===== src/rtl/tx_char_sched.sv =====
// Transmit character scheduler for a SpaceWire-style link.
//
// Picks the next character to hand to the encoder with strict priority
// (TCODE > FCT > DATA > NULL). It also tracks the N-char credit granted by
// remote FCTs and the count of FCTs owed to the remote end.
//
// Ports:
//   pclk_tx           clock; all logic runs on its rising edge
//   reset_tx          synchronous active-high reset; overrides everything
//   enable_tx         link enabled; low aborts any character and clears state
//   send_null_tx      NULL transmission permitted
//   send_fct_tx       FCT transmission permitted
//   run_tx            link in Run; N-chars and time-codes permitted
//   gotfct_tx         pulse: remote FCT received (+8 credit)
//   fct_req           pulse: local receiver freed 8 slots (one more FCT owed)
//   txwrite_tx        level: host has an N-char pending
//   tickin_tx         level: host has a time-code pending
//   char_done         pulse: encoder finished the current character
//   char_start        pulse: launch the character on sel_char
//   sel_char          0=IDLE 1=NULL 2=FCT 3=DATA 4=TCODE, stable while busy
//   ready_tx_data     pulse with char_start when DATA is launched
//   ready_tx_timecode pulse with char_start when TCODE is launched
//   credit_cnt        current N-char credits
//   credit_error      pulse the cycle after a credit overflow is detected
module tx_char_sched #(
    parameter int unsigned MAX_CREDIT   = 56,
    parameter int unsigned MAX_FCT_PEND = 7
) (
    input  logic       pclk_tx,
    input  logic       reset_tx,
    input  logic       enable_tx,
    input  logic       send_null_tx,
    input  logic       send_fct_tx,
    input  logic       run_tx,
    input  logic       gotfct_tx,
    input  logic       fct_req,
    input  logic       txwrite_tx,
    input  logic       tickin_tx,
    input  logic       char_done,
    output logic       char_start,
    output logic [2:0] sel_char,
    output logic       ready_tx_data,
    output logic       ready_tx_timecode,
    output logic [5:0] credit_cnt,
    output logic       credit_error
);

    localparam int unsigned PEND_W = (MAX_FCT_PEND < 2) ? 1 : $clog2(MAX_FCT_PEND + 1);
    localparam logic [PEND_W-1:0] PEND_MAX   = PEND_W'(MAX_FCT_PEND);
    localparam logic [6:0]        CREDIT_MAX = 7'(MAX_CREDIT);

    localparam logic [2:0] SEL_IDLE  = 3'd0;
    localparam logic [2:0] SEL_NULL  = 3'd1;
    localparam logic [2:0] SEL_FCT   = 3'd2;
    localparam logic [2:0] SEL_DATA  = 3'd3;
    localparam logic [2:0] SEL_TCODE = 3'd4;

    typedef enum logic {StIdle, StBusy} state_t;

    state_t            state_q, state_d;
    logic [2:0]        sel_q, sel_d;
    logic              start_q, start_d;
    logic              rdy_data_q, rdy_data_d;
    logic              rdy_tc_q, rdy_tc_d;
    logic [5:0]        credit_q, credit_d;
    logic              err_q, err_d;
    logic [PEND_W-1:0] pend_q, pend_d;

    logic [2:0]        pick;
    logic              launch_fct;
    logic              launch_data;
    logic [6:0]        credit_sum;

    // Highest-priority eligible character this cycle.
    always_comb begin
        pick = SEL_IDLE;
        if (tickin_tx && run_tx) begin
            pick = SEL_TCODE;
        end else if ((pend_q != '0) && send_fct_tx) begin
            pick = SEL_FCT;
        end else if (txwrite_tx && run_tx && (credit_q != 6'd0)) begin
            pick = SEL_DATA;
        end else if (send_null_tx) begin
            pick = SEL_NULL;
        end
    end

    // Next-state and registered-output logic.
    always_comb begin
        state_d    = state_q;
        sel_d      = sel_q;
        start_d    = 1'b0;
        rdy_data_d = 1'b0;
        rdy_tc_d   = 1'b0;
        case (state_q)
            StIdle: begin
                sel_d = SEL_IDLE;
                if (pick != SEL_IDLE) begin
                    state_d    = StBusy;
                    sel_d      = pick;
                    start_d    = 1'b1;
                    rdy_data_d = (pick == SEL_DATA);
                    rdy_tc_d   = (pick == SEL_TCODE);
                end
            end
            StBusy: begin
                // New requests are ignored until the encoder reports done.
                if (char_done) begin
                    state_d = StIdle;
                    sel_d   = SEL_IDLE;
                end
            end
            default: begin
                state_d = StIdle;
                sel_d   = SEL_IDLE;
            end
        endcase
    end

    assign launch_fct  = (state_q == StIdle) && (pick == SEL_FCT);
    assign launch_data = (state_q == StIdle) && (pick == SEL_DATA);

    // Credit: +8 per remote FCT, -1 per DATA launch. An overflowing +8 is
    // dropped but the debit still applies.
    always_comb begin
        credit_sum = {1'b0, credit_q} + (gotfct_tx ? 7'd8 : 7'd0) - {6'd0, launch_data};
        credit_d   = credit_sum[5:0];
        err_d      = 1'b0;
        if (gotfct_tx && (credit_sum > CREDIT_MAX)) begin
            credit_d = credit_q - {5'd0, launch_data};
            err_d    = 1'b1;
        end
    end

    // Pending FCTs: saturating increment on fct_req, decrement on FCT launch;
    // both in the same cycle cancel out.
    always_comb begin
        pend_d = pend_q;
        if (launch_fct && !fct_req) begin
            pend_d = pend_q - PEND_W'(1);
        end else if (fct_req && !launch_fct && (pend_q != PEND_MAX)) begin
            pend_d = pend_q + PEND_W'(1);
        end
    end

    // Disabling the link clears state exactly like reset, aborting any
    // character in flight.
    always_ff @(posedge pclk_tx) begin
        if (reset_tx || !enable_tx) begin
            state_q    <= StIdle;
            sel_q      <= SEL_IDLE;
            start_q    <= 1'b0;
            rdy_data_q <= 1'b0;
            rdy_tc_q   <= 1'b0;
            credit_q   <= 6'd0;
            err_q      <= 1'b0;
            pend_q     <= '0;
        end else begin
            state_q    <= state_d;
            sel_q      <= sel_d;
            start_q    <= start_d;
            rdy_data_q <= rdy_data_d;
            rdy_tc_q   <= rdy_tc_d;
            credit_q   <= credit_d;
            err_q      <= err_d;
            pend_q     <= pend_d;
        end
    end

    assign char_start        = start_q;
    assign sel_char          = sel_q;
    assign ready_tx_data     = rdy_data_q;
    assign ready_tx_timecode = rdy_tc_q;
    assign credit_cnt        = credit_q;
    assign credit_error      = err_q;

endmodule


===== config.mk =====
export PLATFORM = sky130hd
export DESIGN_NAME = tx_char_sched
export DESIGN_NICKNAME = d
export VERILOG_FILES = /design/src/rtl/tx_char_sched.sv
export SDC_FILE = /design/constraint.sdc
export NUM_CORES = 1
export LEC_CHECK = 0
export ABC_CLOCK_PERIOD_IN_PS = 5900
export BUFFER_PORTS_ARGS = -buffer_cell sky130_fd_sc_hd__buf_2
export CORE_UTILIZATION = 42
export CTS_BUF_LIST = sky130_fd_sc_hd__clkbuf_8 sky130_fd_sc_hd__clkbuf_16
export DETAILED_ROUTE_END_ITERATION = 10
export SLEW_MARGIN = 0
export SYNTH_ARGS = -nofsm -noshare
export SYNTH_HDL_FRONTEND = slang
export SYNTH_SLANG_ARGS = --single-unit

===== constraint.sdc =====
create_clock -name pclk_tx -period 5.9 [get_ports pclk_tx]
set_input_delay 1.18 -clock pclk_tx [delete_from_list [all_inputs] [get_ports pclk_tx]]
set_output_delay 1.18 -clock pclk_tx [all_outputs]
set_load 0.03 [all_outputs]

==> flow_summary_export.csv, run 1 <==
group,metric,value,unit
critical_path,reg2reg_depth,15,
global_routing,antenna_found_initial,0,
hold_path,hold_start,"sel_char[1]$_SDFFE_PP0P_",
global_routing,grt.overflow.total,0,
critical_path,r2r_end,"credit_cnt[2]$_SDFF_PP0_",
critical_path,path_class,"in -> reg",
sta,hold_violations,0,
drt,avgRoutedWirePerCell,12.5,um
finish,area_growth,16.2,%
flow_run,cap_violations,0,
synth,synth_area_leader_cell,"dfxtp_1",
clocking,cts_resized,0,
drt,vias_per_cell,5.39,
sta,period_share,0.650,
sta,tns,0,ns
sta,hold_ws,0.455,ns
hold_path,worstHoldPathCells,2,
clocking,cts_hold_buf,0,
global_routing,grt_pass1_vias,918,
synth,synth_xor_area_frac,0.0545,
sta,finalSetupViolCount,0,
drt,antenna_left,0,
clocking,cts_tree,"done",
drt,route.detailed.drc,0,
finish,nFillCells,246,
floorplan,die_h,53.8,um
synth,async_reset_ff_frac,0,
clocking,insertion_delay,0.25,ns
sta,max_freq,0.261,GHz
synth,synth_compound_area_frac,0.232,
critical_path,cp.required,6.00,ns
synth,syn-num-nets,163,
hold_path,hp-class,"reg -> reg",
power,leakagePower,0.572,nW
synth,yosysUniqueCellTypes,33,
drt,dr.pass1.iters,4,
critical_path,rrSetupSlack,2.43,ns
placement,hpwl,1890,um
synth,synth_area_per_cell,8.03,um2
hold_path,hold_path_end,"sel_char[1]$_SDFFE_PP0P_",
sta,slew_headroom,0.548,
critical_path,r2r_start,"credit_cnt[2]$_SDFF_PP0_",
drt,drt_wl_total,2420,um
drt,vias,1040,
clocking,clk_path_buf_depth,2,
floorplan,pin_count,24,
sta,min_period,3.84,ns
clocking,cts.htree.levels,1,
drt,drtIter0Drc,36,
synth,synth_fa_ha_area_frac,0.147,
critical_path,worstSetupStartpoint,"send_fct_tx",
clocking,cts_buffers,3,
floorplan,fp-row-count,18,
synth,yosys.area.top_type_share,0.303,
power,ir_drop,241,uV
critical_path,cp-start-kind,"primary input",
sta,final.setup_skew,0.00174,ns
global_routing,grt_max_degree,18,
placement,portBuffers,23,
finish,nets,187,
sta,worst_pin_slew,0.678,ns
clocking,clkTransAtPathRegs,0.06,ns
power,power_density,499,mW/mm2
synth,yosys.area_share.simple,0.197,
clocking,cts_sinks,17,
sta,rsz0062_at_grt,"false",
critical_path,cp.arrival,3.94,ns
floorplan,chipWidth,53.8,um
synth,synth_area_leaders,"dfxtp_1 30%, ha_1 11%, a21oi_1 6.2%, nor2_1 6.0%, inv_1 5.3%",
synth,yosysMostFrequentCell,"nor2_1",
synth,yosysSeqAreaShare,0.303,
finish,diodes,0,
placement,place_ws,1.84,ns
floorplan,die_area,0.00289,mm2
sta,slew_viol_final,0,
placement,routabilityCongestion,0.823,
critical_path,cp-end-kind,"flop",
floorplan,core-area,0.00250,mm2
global_routing,track_usage,0.189,
floorplan,initial_core_util,0.450,
synth,synthMuxAreaShare,0,
synth,netlist_area,0.00112,mm2
synth,yosys-top-cells-count,"18 x nor2_1, 17 x dfxtp_1, 16 x inv_1",
status,status,"finished clean",
synth,synth_seq_cells,17,
finish,layout-drive-gt1-share,0.184,
sta,setup_slack,2.06,ns
synth,synth-edff-count,0,
synth,ys.flop_type,"dfxtp_1",
global_routing,grt_pass1_wl,3950,um
clocking,cts_setup_buffers,0,
synth,yosysWarningCount,0,
critical_path,critPathMaxFanout,4,
synth,synth_top_family_by_area,"compound AO/OA/AOI/OAI gates",
clocking,root_buffer,"clkbuf_8",
synth,syn_inst,140,
[power breakdown]
part           total (W)  switching (W)  internal, W
registers       0.000157      0.0000243     0.000133
clock network  0.0000837      0.0000377    0.0000461
logic           0.000411       0.000240     0.000170
[routing by layer]
metal  routed length [um]  vias up  GRT usage
met4                   10        0     0.0439
li1                     -      529          -
met5                    0        -          0
met2                 1050       16      0.286
met1                 1260      493      0.268
met3                   88        2     0.0424
[how the worst max path moves through the flow]
| stage | endpoint | slack, ns | depth (start not counted) |
|---|---|---|---|
| after CTS | credit_cnt[2]$_SDFF_PP0_ | 2.10 | 16 |
| final | credit_cnt[2]$_SDFF_PP0_ | 2.06 | 16 |
| after detailed placement | credit_cnt[2]$_SDFF_PP0_ | 1.84 | 16 |
| after floorplan | credit_cnt[2]$_SDFF_PP0_ | 2.14 | 15 |
| after global routing | credit_cnt[2]$_SDFF_PP0_ | 1.78 | 16 |
| after global placement | credit_cnt[2]$_SDFF_PP0_ | 1.91 | 16 |
[registers in the layout (all words and copies together) (netlist names)]
signal             flops
credit_cnt             6
pend_q                 3
sel_char               3
char_start             1
credit_error           1
ready_tx_data          1
ready_tx_timecode      1
state_q                1
[final cells by class]
| cell class | instances | area (um2) | area share |
|---|---|---|---|
| timing repair buffer | 23 | 115 | 0.0880 |
| inverter | 16 | 60.1 | 0.0459 |
| clock buffer | 3 | 41.3 | 0.0316 |
| clock inverter | 1 | 3.75 | 0.00287 |
| multi-input combinational | 103 | 709 | 0.543 |
| sequential | 17 | 340 | 0.260 |
| tap | 30 | 37.5 | 0.0287 |
[layout by cell type (no fill, tap or decap)]
cell type	count
nand4_1	1
nor4_1	2
nand3_1	2
a21o_1	1
nand2b_1	2
nand3b_1	1
a311oi_1	1
dfxtp_1	17
a22o_2	1
o31a_1	2
o21a_1	3
a211oi_1	7
nor2_1	18
o2bb2ai_1	1
nor3b_1	2
buf_2	23
xor2_1	2
inv_1	17
nand2b_4	1
a2111o_1	1
or3b_4	1
o21ai_1	2
nor2b_1	2
a221oi_1	2
xnor2_1	5
ha_1	10
clkbuf_8	3
a21oi_2	1
a21oi_1	14
nand2_1	10
nor3_1	3
a31oi_1	1
fa_1	2
o21ai_0	2
[metrics by stage]
step | utilization | area, um2 | power, W | instances
2_1_floorplan | - | 1120 | 0.000483 | 140
3_3_place_gp | 0.505 | 1260 | 0.000565 | 189
3_5_place_dp | 0.505 | 1260 | 0.000565 | 189
4_1_cts | 0.523 | 1310 | 0.000654 | 193
5_1_grt | 0.523 | 1310 | 0.000715 | 193
6_report | 0.523 | 1310 | 0.000652 | 193
[worst max-delay path, stage by stage]
cell and delay (ns):
buf_2 0.07, o31a_1 0.19, a21oi_1 0.10, nand2_1 0.10
nor2_1 0.05, ha_1 0.22, inv_1 0.07, ha_1 0.20
inv_1 0.07, fa_1 0.39, nand2b_1 0.16, a21oi_1 0.25
xor2_1 0.14, or3b_4 0.40, a211oi_1 0.28, a211oi_1 0.08
[kinds of logic (layout without fill, tap and decap cells)]
group / after synthesis / in the layout
simple gates: 45 / 45
compound gates: 39 / 39
buf+inv: 20 / 43
flops: 17 / 17
fa+ha+maj: 12 / 12
xor+xnor: 7 / 7
Power figures use the tool's default switching activity.
==> inputs of run 2 (changes only) <==
--- a/config.mk
+++ b/config.mk
@@ -5,7 +5,8 @@
 export SDC_FILE = /design/constraint.sdc
 export NUM_CORES = 1
 export LEC_CHECK = 0
-export ABC_CLOCK_PERIOD_IN_PS = 5900
+export ABC_AREA = 1
+export ABC_CLOCK_PERIOD_IN_PS = 3800
 export BUFFER_PORTS_ARGS = -buffer_cell sky130_fd_sc_hd__buf_2
 export CORE_UTILIZATION = 42
 export CTS_BUF_LIST = sky130_fd_sc_hd__clkbuf_8 sky130_fd_sc_hd__clkbuf_16
==> constraint.sdc (replaced) <==
create_clock -name pclk_tx -period 3.8 [get_ports pclk_tx]
set_input_delay 0.76 -clock pclk_tx [delete_from_list [all_inputs] [get_ports pclk_tx]]
set_output_delay 0.76 -clock pclk_tx [all_outputs]
set_load 0.03 [all_outputs]
==> run 2 against run 1 <==
- utilization grew 1.5 points
- critical path type is now reg -> reg
- total power grew 22%
- first-iteration DRC count is 44% lower
- final cell count up 11%
- global-route usage fell by 0.93 points
- register-to-register slack worse by 1.7 ns
- largest power group unchanged
- hold slack better by 0.032 ns
==> flow_summary_export.csv, run 2 <==
group,metric,value,unit
clocking,cts_sinks,17,
finish,nets,208,
critical_path,cp.required,3.99,ns
clocking,cts_hold_buf,0,
sta,tns,0,ns
critical_path,cp-end-kind,"flop",
drt,antenna_left,0,
sta,min_period,3.06,ns
clocking,clkTransAtPathRegs,0.07,ns
drt,drt_wl_total,2340,um
synth,synth_area_per_cell,7.46,um2
finish,diodes,0,
clocking,cts_tree,"done",
critical_path,cp.arrival,3.25,ns
power,leakagePower,0.690,nW
hold_path,hold_path_end,"sel_char[1]$_SDFFE_PP0P_",
critical_path,crit_family,"adder cells",
global_routing,grt_pass1_wl,3880,um
power,power_density,581,mW/mm2
floorplan,die_h,54.8,um
finish,layout-drive-gt1-share,0.266,
placement,routabilityCongestion,0.801,
global_routing,grt_pass1_vias,899,
synth,ys.flop_type,"dfxtp_1",
clocking,cts_setup_buffers,0,
synth,yosys-top-cells-count,"28 x inv_1, 24 x nand2_1, 17 x dfxtp_1",
hold_path,worstHoldPathCells,2,
global_routing,grt_max_degree,11,
power,ir_drop,331,uV
critical_path,reg2reg_depth,21,
sta,max_freq,0.327,GHz
placement,hpwl,1890,um
status,status,"finished clean",
floorplan,chipWidth,54.8,um
clocking,insertion_delay,0.25,ns
synth,yosysSeqAreaShare,0.291,
sta,worst_pin_slew,0.400,ns
synth,yosys.area.top_type_share,0.291,
synth,syn_inst,157,
synth,syn-num-nets,180,
global_routing,antenna_found_initial,0,
critical_path,rrSetupSlack,0.74,ns
finish,largest_reg_flops,6,
synth,synth_seq_cells,17,
clocking,clk_path_buf_depth,2,
critical_path,cp_slowest_stage_delay,0.42,ns
clocking,cts_resized,0,
critical_path,critPathMaxFanout,5,
sta,slew_viol_final,0,
flow_run,cap_violations,0,
sta,final.setup_skew,0.00701,ns
global_routing,grt.overflow.total,0,
drt,avgRoutedWirePerCell,10.9,um
placement,placed_cell_area,0.00132,mm2
critical_path,worst-path-buf-inv,4,
finish,stdcell_count,214,
floorplan,fp-row-count,18,
drt,drtIter0Drc,20,
global_routing,track_usage,0.179,
critical_path,path_class,"reg -> reg",
synth,yosysWarningCount,0,
drt,vias,1057,
placement,portBuffers,23,
hold_path,hp-class,"reg -> reg",
critical_path,r2r_start,"credit_cnt[4]$_SDFF_PP0_",
sta,period_share,0.804,
critical_path,crit_chain,"inv_1 -> ha_1 -> nand3_2 -> nand2_2 -> a21oi_4 -> inv_1 -> nor2_1 -> ha_1 -> inv_1 -> ha_1 -> inv_1 -> fa_1 -> nand2_1 -> nor2_1 -> nor2_1 -> nand3_4 -> nand2_4 -> nand2_4 -> nand2_2 -> nand2_1 -> nor2_1",
synth,synth_area_leaders,"dfxtp_1 29%, ha_1 11%, inv_1 9.0%, nand2_1 7.7%, nand3_1 6.0%",
finish,layout_common_cells,"28 x inv_1, 24 x nand2_1, 23 x buf_2",
drt,vias_per_cell,4.94,
placement,dp.cells,210,
synth,netlist_area,0.00117,mm2
clocking,cts_buffers,3,
synth,yosysUniqueCellTypes,25,
synth,yosysMostFrequentCell,"inv_1",
drt,route.detailed.drc,0,
critical_path,r2r_end,"credit_cnt[3]$_SDFF_PP0_",
synth,async_reset_ff_frac,0,
hold_path,hold_start,"sel_char[1]$_SDFFE_PP0P_",
floorplan,core-area,0.00254,mm2
synth,synth-edff-count,0,
critical_path,crit_slowest_cell,"fa_1",
sta,hold_violations,0,
sta,rsz0062_at_grt,"false",
finish,mostFrequentLayoutCell,"inv_1",
finish,design_area,0.00137,mm2
sta,finalSetupViolCount,0,
critical_path,cp-start-kind,"flop",
drt,dr.pass1.iters,4,
floorplan,pin_count,24,
sta,hold_ws,0.486,ns
floorplan,initial_core_util,0.460,
clocking,cts.htree.levels,1,
synth,synth_area_leader_cell,"dfxtp_1",
finish,area_growth,17.0,%
floorplan,die_area,0.00300,mm2
clocking,root_buffer,"clkbuf_8",
sta,slew_headroom,0.733,
==> run 2: worst max-delay path by stage <==
stage	slack [ns]	end	depth (start not counted)	from
global placement	0.65	credit_cnt[3]$_SDFF_PP0_	19	run_tx
detailed placement	0.52	credit_cnt[3]$_SDFF_PP0_	20	run_tx
global route	0.49	credit_cnt[3]$_SDFF_PP0_	21	credit_cnt[4]$_SDFF_PP0_
floorplan	0.80	credit_cnt[3]$_SDFF_PP0_	20	credit_cnt[4]$_SDFF_PP0_
finish	0.74	credit_cnt[3]$_SDFF_PP0_	21	credit_cnt[4]$_SDFF_PP0_
CTS	0.72	credit_cnt[3]$_SDFF_PP0_	21	credit_cnt[4]$_SDFF_PP0_
==> run 2: metal layers <==
metal / part of all wire / global-route usage / vias up
met5: 0 / 0 / -
met4: 0 / 0.0256 / 0
met3: 0.053 / 0.0500 / 0
met2: 0.44 / 0.283 / 26
met1: 0.50 / 0.245 / 477
li1: - / - / 554
==> run 2: area by class of cell <==
class / instances / area (um2)
clock inverter: 1 / 5.00
multi-input combinational: 110 / 718
inverter: 30 / 113
clock buffer: 3 / 41.3
fill: 268 / 1170
tap: 30 / 37.5
sequential: 17 / 340
timing repair buffer: 23 / 115
==> run 2: where the power goes <==
| part | leakage (nW) | switching [W] | internal (W) |
|---|---|---|---|
| Combinational | 0.526 | 0.000288 | 0.000156 |
| Sequential | 0.138 | 0.0000193 | 0.000198 |
| Clock | 0.0255 | 0.0000619 | 0.0000727 |
| Total | 0.690 | 0.000369 | 0.000427 |
==> run 2: worst min-delay path: stages (launching register included) <==
cell and delay [ns]:
dfxtp_1 0.31, nand2_1 0.07, a21oi_1 0.06
==> run 2: logic make-up after synthesis <==
kind of cell / share of synthesized area
simple gates: 0.356
fa+ha+maj: 0.141
xor+xnor: 0.0374
buf+inv: 0.0962
compound gates: 0.0791
flops: 0.291
==> run 2: stage by stage <==
step	setup slack (ns)	power, W	utilization
global placement	0.647	0.000653	0.520
detailed placement	0.525	0.000663	0.520
floorplan	0.803	0.000577	-
CTS	0.721	0.000801	0.538
finish	0.744	0.000796	0.538
global route	0.489	0.000863	0.538
